$ cat config.mk
export PLATFORM = sky130hd
export DESIGN_NAME = csa_accumulator
export DESIGN_NICKNAME = d
export VERILOG_FILES = /design/src/rtl/csa_accumulator.sv
export SDC_FILE = /design/constraint.sdc
export NUM_CORES = 1
export LEC_CHECK = 0
export ABC_AREA = 1
export CAP_MARGIN = 5
export CORE_ASPECT_RATIO = 0.75
export CORE_MARGIN = 5
export CORE_UTILIZATION = 60
export CTS_BUF_LIST = sky130_fd_sc_hd__clkbuf_2
export DETAILED_ROUTE_END_ITERATION = 8
export PLACE_DENSITY = 0.88
export SLEW_MARGIN = 40
export SYNTH_ARGS = -nofsm -noshare
export SYNTH_HDL_FRONTEND = slang
export SYNTH_SLANG_ARGS = --single-unit
$ cat constraint.sdc
create_clock -name clk_i -period 6.6 [get_ports clk_i]
set_clock_uncertainty 0.1 [all_clocks]
set_input_delay 0.99 -clock clk_i [delete_from_list [all_inputs] [get_ports clk_i]]
set_output_delay 0.99 -clock clk_i [all_outputs]
set_load 0.01 [all_outputs]
$ cat src/rtl/csa_accumulator.sv
// rtl/csa_accumulator.sv - resolves carry-save beats and accumulates groups into a signed total
// Optional clamping of every accumulator update is enabled by defining CSA_ACC_SAT_EN.
module csa_accumulator #(
  parameter int IN_WIDTH  = 20,
  parameter int ACC_WIDTH = 32,
  parameter int CNT_WIDTH = 8
) (
  input  logic                 clk_i,
  input  logic                 rst_i,
  input  logic                 in_valid_i,
  output logic                 in_ready_o,
  input  logic [IN_WIDTH-1:0]  in_i [0:1],
  input  logic [CNT_WIDTH-1:0] len_i,
  output logic                 out_valid_o,
  input  logic                 out_ready_i,
  output logic [ACC_WIDTH-1:0] out_o,
  output logic                 out_sat_o
);

  typedef enum logic [1:0] {IDLE, ACCUM, HOLD} state_t;

  state_t                 state;
  logic [ACC_WIDTH-1:0]   acc;
  logic [CNT_WIDTH-1:0]   cnt;
  logic [CNT_WIDTH-1:0]   len_q;

  logic [IN_WIDTH-1:0]    beat;
  logic [ACC_WIDTH-1:0]   s_ext;
  logic [ACC_WIDTH-1:0]   base;
  logic [ACC_WIDTH-1:0]   acc_next;
  logic [CNT_WIDTH-1:0]   len_eff;
  logic [CNT_WIDTH-1:0]   cnt_inc;
  logic                   start;

  // Rows are summed at their native width first; only the resolved beat is sign-extended.
  always_comb begin
    beat    = in_i[0] + in_i[1];
    s_ext   = ACC_WIDTH'($signed(beat));
    base    = (state == ACCUM) ? acc : '0;
    len_eff = (len_i == '0) ? CNT_WIDTH'(1) : len_i;
    cnt_inc = cnt + CNT_WIDTH'(1);
  end

  // A new group starts from IDLE, or from HOLD in the same cycle the result is handed off.
  assign in_ready_o  = (state != HOLD) || out_ready_i;
  assign start       = in_valid_i && ((state == IDLE) || ((state == HOLD) && out_ready_i));
  assign out_valid_o = (state == HOLD);
  assign out_o       = acc;

`ifdef CSA_ACC_SAT_EN
  logic [ACC_WIDTH:0] sum_wide;
  logic               ovf;
  logic               sat_q;

  always_comb begin
    sum_wide = {base[ACC_WIDTH-1], base} + {s_ext[ACC_WIDTH-1], s_ext};
    ovf      = sum_wide[ACC_WIDTH] ^ sum_wide[ACC_WIDTH-1];
    if (!ovf)
      acc_next = sum_wide[ACC_WIDTH-1:0];
    else if (sum_wide[ACC_WIDTH])
      acc_next = {1'b1, {(ACC_WIDTH-1){1'b0}}};
    else
      acc_next = {1'b0, {(ACC_WIDTH-1){1'b1}}};
  end

  assign out_sat_o = sat_q;
`else
  always_comb begin
    acc_next = base + s_ext;
  end

  assign out_sat_o = 1'b0;
`endif

  always_ff @(posedge clk_i or posedge rst_i) begin
    if (rst_i) begin
      state <= IDLE;
      acc   <= '0;
      cnt   <= '0;
      len_q <= '0;
`ifdef CSA_ACC_SAT_EN
      sat_q <= 1'b0;
`endif
    end else if (start) begin
      acc   <= acc_next;
      len_q <= len_eff;
      cnt   <= CNT_WIDTH'(1);
      state <= (len_eff == CNT_WIDTH'(1)) ? HOLD : ACCUM;
`ifdef CSA_ACC_SAT_EN
      sat_q <= ovf;
`endif
    end else begin
      case (state)
        ACCUM: begin
          if (in_valid_i) begin
            acc <= acc_next;
            cnt <= cnt_inc;
`ifdef CSA_ACC_SAT_EN
            sat_q <= sat_q | ovf;
`endif
            if (cnt_inc == len_q)
              state <= HOLD;
          end
        end
        HOLD: begin
          if (out_ready_i)
            state <= IDLE;
        end
        default: ;
      endcase
    end
  end

endmodule

==> impl_metrics.py <==
metrics = {
    "run_status": {
        "outcome": "completed",
    },
    "setup_path": {
        "rr_worst_depth": 18,
        "critPathMaxStageDelay_ns": 0.57,
        "crit_fanout": 6,
        "cp-end-kind": "register",
        "crit_top_cell": "nand2_1",
        "startpoint_type": "primary input",
        "arrival_ns": 5.29,
        "path_class": "primary input to register",
        "required_ns": 6.91,
        "slowest_stage": "o311ai_0",
    },
    "floorplanning": {
        "dieArea_um2": 10700,
        "rows": 29,
        "die_h_um": 91.0,
        "core-area_um2": 8490,
        "start_util": 0.618,
        "die_w_um": 118,
        "io-pin-count": 87,
    },
    "synthesis": {
        "synth_top_cell_by_area": "dfrtp_1",
        "synth_fp_nets": 870,
        "yosys_warnings": 0,
        "yosysMostFrequentCell": "nand2_1",
        "postSynthCellCount": 766,
        "syn_avg_cell_area_um2": 6.85,
        "synth.yosys.seq_area_share": 0.239,
        "ys_seq_elements": 50,
        "muxShareOfSynthArea": 0.00859,
        "synth.top_cells.by_count": "182 x nand2_1, 99 x inv_1, 71 x nor2_1",
        "synth_top_family_by_area": "simple AND/OR/NAND/NOR gates",
        "synth_compound_area_frac": 0.150,
        "synth_adder_area_share": 0.127,
        "syn_area_um2": 5240,
        "synth-simple-area-share": 0.325,
        "synthXorXnorAreaFrac": 0.0618,
        "synth-edff-count": 0,
        "synth_flop_cell": "dfrtp_1",
        "synthDistinctLibCells": 51,
        "async_flop_share": 1.00,
        "synth_top_area_frac": 0.239,
        "synth.area.top_cells": "dfrtp_1 24%, nand2_1 13%, ha_1 12%",
    },
    "placed_design": {
        "dp_hpwl_mm": 10.9,
        "portBuffers": 85,
        "gp_congestion": 0.983,
        "pre_cts_ws_ns": 1.24,
        "dp.cells": 947,
    },
    "global_routing": {
        "grt_pass1_wl_mm": 22.8,
        "antenna_found_initial": 0,
        "grt_max_degree": 51,
        "grt_pass1_vias": 5006,
        "grt_usage": 0.248,
        "grt-ovfl-total": 0,
    },
    "sta": {
        "slew_headroom": 0.491,
        "maxSlewViolCount": 0,
        "fmax_mhz": 201,
        "finalHoldViolations": 0,
        "post-route-period-util": 0.754,
        "layout_setup_ws_ns": 1.62,
        "grt_setup_unrepaired": "no",
        "period_needed_ns": 4.98,
        "timing.hold.ws_ns": 0.448,
        "tightestPinTransition_ns": 0.759,
        "tns_ns": 0,
        "setup_viol": 0,
    },
    "final_layout": {
        "fin_nets": 950,
        "fillers": 686,
        "instances_no_fill": 954,
        "area_delta_synth_final_pct": 18.3,
        "drive_gt1_frac": 0.0887,
        "diodes": 0,
    },
    "drt": {
        "drtPass1Iterations": 5,
        "drtIter0Drc": 355,
        "post_drt_via_cell_ratio": 5.68,
        "drc": 0,
        "drtAntennaViolNets": 0,
        "vias": 5422,
        "drt_wl_total_mm": 13.7,
        "routedWlPerCell_um": 14.3,
    },
    "hold_path": {
        "holdPathStages": 2,
        "hp-class": "register to register",
    },
    "clocking": {
        "clockBufferDepth": 2,
        "htree_levels": 2,
        "cts_buffers": 5,
        "tritoncts": "yes",
        "cts_resized": 0,
        "clock_sinks": 50,
        "clk_latency_ns": 0.48,
        "cts_root_buffer": "clkbuf_2",
        "path_clk_slew_ns": 0.27,
        "cts_setup_buffers": 0,
        "cts.hold.buffers_added": 0,
    },
    "pwr": {
        "p_leak_uw": 0.00317,
        "total_power_uw": 771,
        "peakVddDrop_mv": 0.110,
        "power_density_nw_per_um2": 124,
    },
    "job": {
        "maxCapViolations": 0,
    },
}
[cell usage in the layout (no fill, tap or decap), types with 2 or more instances in the layout]
| cell | Yosys | layout |
|---|---|---|
| o21ai_0 | 37 | 37 |
| buf_4 | 1 | 2 |
| fa_1 | 2 | 2 |
| nor3_1 | 4 | 4 |
| o21ai_1 | 3 | 3 |
| o31ai_1 | 2 | 2 |
| a21o_1 | 2 | 2 |
| clkinv_1 | 2 | 3 |
| nand2_4 | 2 | 2 |
| a31oi_1 | 17 | 17 |
| a21oi_1 | 51 | 51 |
| a21oi_2 | 2 | 2 |
| dfrtp_1 | 50 | 50 |
| inv_1 | 99 | 96 |
| clkbuf_2 | 0 | 5 |
| nor2_1 | 71 | 71 |
| mux2_2 | 4 | 4 |
| ha_1 | 50 | 50 |
| clkinvlp_4 | 0 | 2 |
| nand2_2 | 19 | 19 |
| nand3_1 | 45 | 45 |
| xnor2_1 | 19 | 19 |
| o22ai_1 | 6 | 6 |
| o21bai_1 | 4 | 4 |
| clkdlybuf4s50_1 | 0 | 85 |
| nand2_1 | 182 | 182 |
| nor4_1 | 2 | 2 |
| nand4_1 | 9 | 9 |
| xor2_1 | 18 | 18 |
| nand3_2 | 13 | 13 |
| nor2_2 | 10 | 10 |
| or2_2 | 10 | 10 |
[per-stage QoR]
stage / cell area [um2] / utilization
6_report: 6200 / 0.731
5_1_grt: 6200 / 0.731
4_1_cts: 6200 / 0.731
3_5_place_dp: 6160 / 0.726
3_3_place_gp: 6160 / 0.726
2_1_floorplan: 5240 / -
[worst paths after layout]
check / startpoint / endpoint / slack, ns
max: in_i[4] / out_o[28] / 1.62
min: out_o[31] / out_o[31] / 0.45
max reg2reg: state[0] / out_o[28] / 2.41
min reg2reg: out_o[31] / out_o[31] / 0.45
max in group asynchronous: rst_i / out_o[22] / 5.17
min in group asynchronous: rst_i / len_q[5] / 0.80
[per-layer routing]
layer / share of wire / wire [um] / track usage
met5: 0 / 0 / 0
met4: 0.011 / 153 / 0.0535
met3: 0.080 / 1090 / 0.0559
met2: 0.45 / 6110 / 0.395
met1: 0.46 / 6330 / 0.349
[flip-flops by register name, summed over array words and instances, names as in the netlist]
signal,count
len_q,8
out_o,32
cnt,8
state,2
[cell families (layout without fill, tap and decap cells)]
family                     Yosys count  after routing
xor gates and xnor gates            37             37
DFF                                 50             50
and+or+nand+nor                    371            371
AOI/OAI and AO/OA                  136            136
buffers and inverters              115            195
adders and majority gates           52             52
other                                1              1
muxes                                4              4
[worst max-delay path, delay by kind of cell]
family,cells,cell delay (ns)
fa+ha+maj,2,0.75
compound gates,3,1.21
xor+xnor,1,0.08
simple gates,18,1.68
buf+inv,2,0.56
[report_power, final]
part | switching [uW] | leakage, uW | internal [uW]
combinational | 204 | 0.00252 | 126
sequential | 0 | 0.000631 | 307
clock | 110 | 0.0000211 | 23.5
[cell type report]
type	instances	area [um2]	area share
clock buffer	5	25.0	0.00403
tap	108	135	0.0218
clock inverter	2	15.0	0.00242
sequential	50	1250	0.202
multi-input combinational	601	3530	0.569
inverter	101	382	0.0615
timing repair buffer	87	866	0.140
Note: power is estimated with default switching activity, not from simulation.
==> patch 1: new RTL, config.mk and constraints unchanged <==
Add a define of `CSA_ACC_SAT_EN`.
--- a/src/rtl/csa_accumulator.sv
+++ b/src/rtl/csa_accumulator.sv
@@ -1,5 +1,7 @@
 // rtl/csa_accumulator.sv - resolves carry-save beats and accumulates groups into a signed total
 // Optional clamping of every accumulator update is enabled by defining CSA_ACC_SAT_EN.
+`define CSA_ACC_SAT_EN
+
 module csa_accumulator #(
   parameter int IN_WIDTH  = 20,
   parameter int ACC_WIDTH = 32,
Check against the original RTL: same outputs for any inputs over 4 cycles, from zero or initial values and one cycle with rst_i high; that may be too few to reach the edited logic, so the function may still have changed.
==> patch 1 against the unedited design <==
Sequential cell count rose by 1. Wire length rose by 14%. Synthesized area rose by 13%. Non-clock buffer count rose by 3. Via count rose by 13%. Critical path type unchanged. Worst setup slack got worse by 440 ps. Design area rose by 13%.
Power is left out: it rests on default switching activity, and per cell area and clock period it moved more than threefold.
==> patch 1: results (changes against the unedited design) <==
| Metric | Value |
|---|---|
| Status | complete, no violations |
| Via Count | 6110 (+13%) |
| Vias in the first global route | 5615 (+12%) |
| CP max FO | 17 (+11) |
| Unique cell type count in the Yosys netlist | 40 (-22%) |
| Max FFs per register | 32 (unchanged) |
| Diode count | 0 (unchanged) |
| DPL Wire Length | 12.4 mm (+14%) |
| Ys Warns | 0 (unchanged) |
| Clock buffer depth | 2 (unchanged) |
| Largest cells by area after synthesis | dfrtp_1 (22%), nand2_1 (18%), ha_1 (11%) |
| Skew-Pair Late Insertion Delay | 510 ps (+30 ps) |
| CP arrival | 5720 ps (+430 ps) |
| CTS buffer count | 5 (unchanged) |
| PortBufs | 86 (+1.2%) |
| Synthesized net count | 1044 (+20%) |
| Hold crit path type | flop to flop |
| Filler instances | 837 (+22%) |
| Clock transition at path regs | roughly 280 ps |
| Largest net degree at the start of global routing | 52 (+2.0%) |
| Iter 0 DRT Violations | 644 (+81%) |
| Met3 usage | 4.99% (-0.60 points) |
| Htree depth | 2 (unchanged) |
| Wirelength, routed | 15.6 mm (+14%) |
| # Post-CTS Setup Buffers | 0 (unchanged) |
| Async SR Flop Fraction | 100% (unchanged) |
| Post-synth top cells | nand2_1 (278), nor2_1 (133), inv_1 (131), a21oi_1 (68), ha_1 (52) |
| Nets | 1127 (+19%) |
| Gr usage total | 26.0% (+1.2 points) |
| Antenna violations before repair | 0 (unchanged) |
| Post-cts sizing count | 0 (unchanged) |
| Share of cells above drive strength 1 | 6.26% (-2.6 points) |
| First-pass GRT wire length | 25.9 mm (+14%) |
| Worst rel slew slack | 55.4% (+6.3 points) |
| Placer Congestion | 0.971 (-1.2%) |
| Final setup TNS | 0 ps (unchanged) |
| M2 GR Usage | 41.2% (+1.6 points) |
| Ys flop type | dfrtp_1 |
| Seq/Total Area, Yosys | 21.5% (-2.3 points) |
| CTS Root Buffer Type | clkbuf_2 |
| Met1 usage | 37.9% (+3.1 points) |
| TritonRoute pass-1 iters | 5 (unchanged) |
==> patch 1: cell count changes after synthesis, sizes merged, moves of 17 or more <==
| cell | before | now |
|---|---|---|
| nor2 | 82 | 136 |
| nand3 | 58 | 41 |
| o21ai | 40 | 23 |
| nand2 | 203 | 295 |
| inv | 99 | 141 |
| a21oi | 54 | 84 |
==> patch 1: layout make-up <==
cell class,instances,area share (%)
well taps,132,2.36
inverters,141,7.61
flip-flops and latches,51,18.3
repair buffers,90,12.9
clock buffers,5,0.358
multi-input cells,732,57.8
clock inverters,3,0.680
==> patch 1: final timing paths <==
kind / depth (start not counted) / slack (ps) / start / end
hold reg to reg: 2 / 430 / out_sat_o$_DFFE_PP0P_ / out_sat_o$_DFFE_PP0P_
setup / recovery: 26 / 1190 / in_i[0] / out_o[2]$_DFFE_PP0P_
min in group asynchronous: 2 / 750 / rst_i / out_o[21]$_DFFE_PP0P_
hold / removal: 2 / 430 / out_sat_o$_DFFE_PP0P_ / out_sat_o$_DFFE_PP0P_
setup reg to reg: 18 / 2970 / state[0]$_DFFE_PP0P_ / out_o[2]$_DFFE_PP0P_
max in group asynchronous: 2 / 5180 / rst_i / out_o[11]$_DFFE_PP0P_
==> patch 1: critical path, cell delays in order <==
cell and delay [ps]:
clkdlybuf4s50_1 460, ha_1 220, inv_1 90, fa_1 410, inv_1 110, nand3_1 80, nand2_1 110, a21oi_1 120
o21ai_0 470, a21oi_1 180, o21ai_0 230, xor2_1 190, ha_1 300, nand2_1 90, nand2_1 60, nand2_1 80
nand2_1 70, nand2_1 70, nand2_1 80, a21oi_2 190, nand2_2 80, nand2_1 70, nand2_2 80, a21oi_4 530
buf_12 260, a21oi_1 90
==> patch 1: layer usage <==
metal  wire length [um]  share of wire [%]
met4                157                1.0
met1               7580                 49
met2               6590                 42
met3               1300                8.3
met5                  0                  0
==> patch 1: metrics by stage <==
stage                     area [um2]  util [%]  cells  hold slack (ps)  setup WS [ps]
after floorplan                 5930         -    938              361           2080
after global placement          6910      71.6   1146              368            927
after detailed placement        6920      71.6   1146              370            771
after CTS                       6990      72.4   1154              429           1320
after global routing            6990      72.4   1154              446            894
final                           6990      72.4   1154              430           1190
==> patch 1: cell families after synthesis <==
logic type | count (synthesis) | share of synthesized area (%)
AOI/OAI and AO/OA | 134 | 14.8
xor gates and xnor gates | 46 | 6.79
adders and majority gates | 54 | 11.6
buffers and inverters | 155 | 10.4
DFF | 51 | 21.5
and+or+nand+nor | 498 | 34.9
==> patch 2: new RTL, same settings <==
Without the edit above. Re-encode `state_t` (3 states) as one-hot, 3 bits wide.
--- a/src/rtl/csa_accumulator.sv
+++ b/src/rtl/csa_accumulator.sv
@@ -17,7 +17,7 @@
   output logic                 out_sat_o
 );
 
-  typedef enum logic [1:0] {IDLE, ACCUM, HOLD} state_t;
+  typedef enum logic [2:0] {IDLE = 3'b001, ACCUM = 3'b010, HOLD = 3'b100} state_t;
 
   state_t                 state;
   logic [ACC_WIDTH-1:0]   acc;
Formal check against the unedited RTL: no difference found for any inputs over 4 cycles, from zero or initial values and one cycle with rst_i high; so few cycles prove little.
==> patch 2 against the unedited design <==
First-iteration DRC count up 43%. Largest cell class unchanged. Via count shrank 0.65%. Wire length grew 1.1%. Highest routed layer unchanged. Core utilization increased by 0.78 points. Cell count up 0.73%. Worst setup slack worse by 220 ps. Sequential cell count rose by 1. Design area increased by 1.9%. Synthesized area grew 1.6%.
Power is not compared: it rests on default switching activity, and its combinational part moved more than twofold at a synthesized area within 25%.
==> patch 2: results (changes against the unedited design) <==
| Metric | Value |
|---|---|
| Synthesized net count | 874 (+0.46%) |
| Seq/Total Area, Yosys | 24.0% (+0.13 points) |
| DPL Wire Length | 11.1 mm (+2.0%) |
| TritonRoute pass-1 iters | 6 (+1) |
| Crit path largest cell delay | 430 ps (-140 ps) |
| Largest cells by area after synthesis | dfrtp_1 (23%), nand2_1 (13%), ha_1 (12%) |
| Antenna violations before repair | 0 (unchanged) |
| PortBufs | 85 (unchanged) |
| Placer Congestion | 0.954 (-3.0%) |
| Nets | 956 (+0.63%) |
| Peak VDD IR | around 0.00026 V |
| Largest net degree at the start of global routing | 52 (+2.0%) |
| FF-to-FF setup slack | 2740 ps (+330 ps) |
| Status | complete, no violations |
| Worst slew pin tran | 733 ps (-26.3 ps) |
| CTS Root Buffer Type | clkbuf_2 |
| Clock transition at path regs | 290 ps (+20 ps) |
| Clock buffer depth | 2 (unchanged) |
| Unique cell type count in the Yosys netlist | 48 (-5.9%) |
| Gr usage total | 26.1% (+1.3 points) |
| Filler instances | 678 (-1.2%) |
| CP max FO | 6 (unchanged) |
| Post-synth top cells | nand2_1 (184), inv_1 (99), nor2_1 (70), a21oi_1 (51) |
| Diode count | 0 (unchanged) |
| Highest-delay cell along the critical path | clkdlybuf4s50_1 |
| Vias in the first global route | 5160 (+3.1%) |
| Via Count | 5387 (-0.65%) |
| Iter 0 DRT Violations | 508 (+43%) |
| Mapped Avg Cell Area | 6.92 um2 (+1.0%) |
| First-pass GRT wire length | 24.0 mm (+5.1%) |
| Reg2Reg Depth | 13 (-5) |
| Share of cells above drive strength 1 | 8.09% (-0.78 points) |
| Ys Warns | 0 (unchanged) |
| Switching Fraction | 49.4% |
| Wire length per cell | 14.4 um (+0.35%) |
| Skew-Pair Late Insertion Delay | roughly 490 ps |
-- patch 2: worst paths after layout --
| check | endpoint | start |
|---|---|---|
| worst min register to register | out_o[4]$_DFFE_PP0P_ | out_o[4]$_DFFE_PP0P_ |
| worst max register to register | out_o[17]$_DFFE_PP0P_ | state[2]$_DFFE_PP0P_ |
| min in group asynchronous | cnt[2]$_DFFE_PP0P_ | rst_i |
| max in group asynchronous | out_o[24]$_DFFE_PP0P_ | rst_i |
| worst max-delay path | out_o[27]$_DFFE_PP0P_ | in_i[3] |
| worst min-delay path | out_o[4]$_DFFE_PP0P_ | out_o[4]$_DFFE_PP0P_ |
-- patch 2: cells by family (layout without fill, tap and decap cells) --
kind of cell | after synthesis | in the layout | share of synthesized area, %
AO/OA/AOI/OAI | 134 | 134 | 14.0
adder cells (fa/ha/maj) | 52 | 52 | 12.5
other | 1 | 1 | 0.0704
AND/OR/NAND/NOR | 372 | 372 | 33.6
buffers and inverters | 114 | 197 | 8.15
flip-flops | 51 | 51 | 24.0
XOR/XNOR | 46 | 46 | 7.71
-- patch 2: through the flow --
stage	cells	hold WS [ps]	setup WS [ps]	area, um2
after floorplan	770	363	2090	5330
after global placement	953	384	1270	6270
final	961	455	1410	6320
after CTS	961	456	1480	6320
after detailed placement	953	397	939	6280
after global routing	961	482	845	6320
-- patch 2: critical path: cells and delay by family --
| family | cells | cell delay (ps) |
|---|---|---|
| adders and majority gates | 2 | 740 |
| xor gates and xnor gates | 1 | 180 |
| buffers and inverters | 2 | 500 |
| AOI/OAI and AO/OA | 9 | 1760 |
| and+or+nand+nor | 13 | 1310 |
-- patch 2: layout make-up --
| type | instances | area [um2] | share of cell area, % |
|---|---|---|---|
| clock buffers | 6 | 30.0 | 0.475 |
| clock inverters | 2 | 17.5 | 0.277 |
| inverters | 103 | 389 | 6.15 |
| multi-input cells | 605 | 3620 | 57.2 |
| flip-flops and latches | 51 | 1280 | 20.2 |
| well taps | 108 | 135 | 2.14 |
| repair buffers | 86 | 858 | 13.6 |
-- patch 2: routing by layer --
metal / up-vias / GRT usage, % / wire (um)
li1: 2694 / - / -
met1: 2434 / 36.9 / 6380
met2: 237 / 41.2 / 6070
met3: 22 / 4.97 / 1190
met4: 0 / 6.75 / 203
met5: - / 0 / 0
-- patch 2: power groups by stage --
stage | combinational [mW] | sequential (mW) | clock, mW
final | 1.34 | 0.585 | 0.147
after global placement | 1.28 | 0.585 | 0
after global routing | 1.50 | 0.610 | 0.161
after floorplan | 0.851 | 0.610 | 0
after CTS | 1.33 | 0.586 | 0.149
after detailed placement | 1.32 | 0.592 | 0
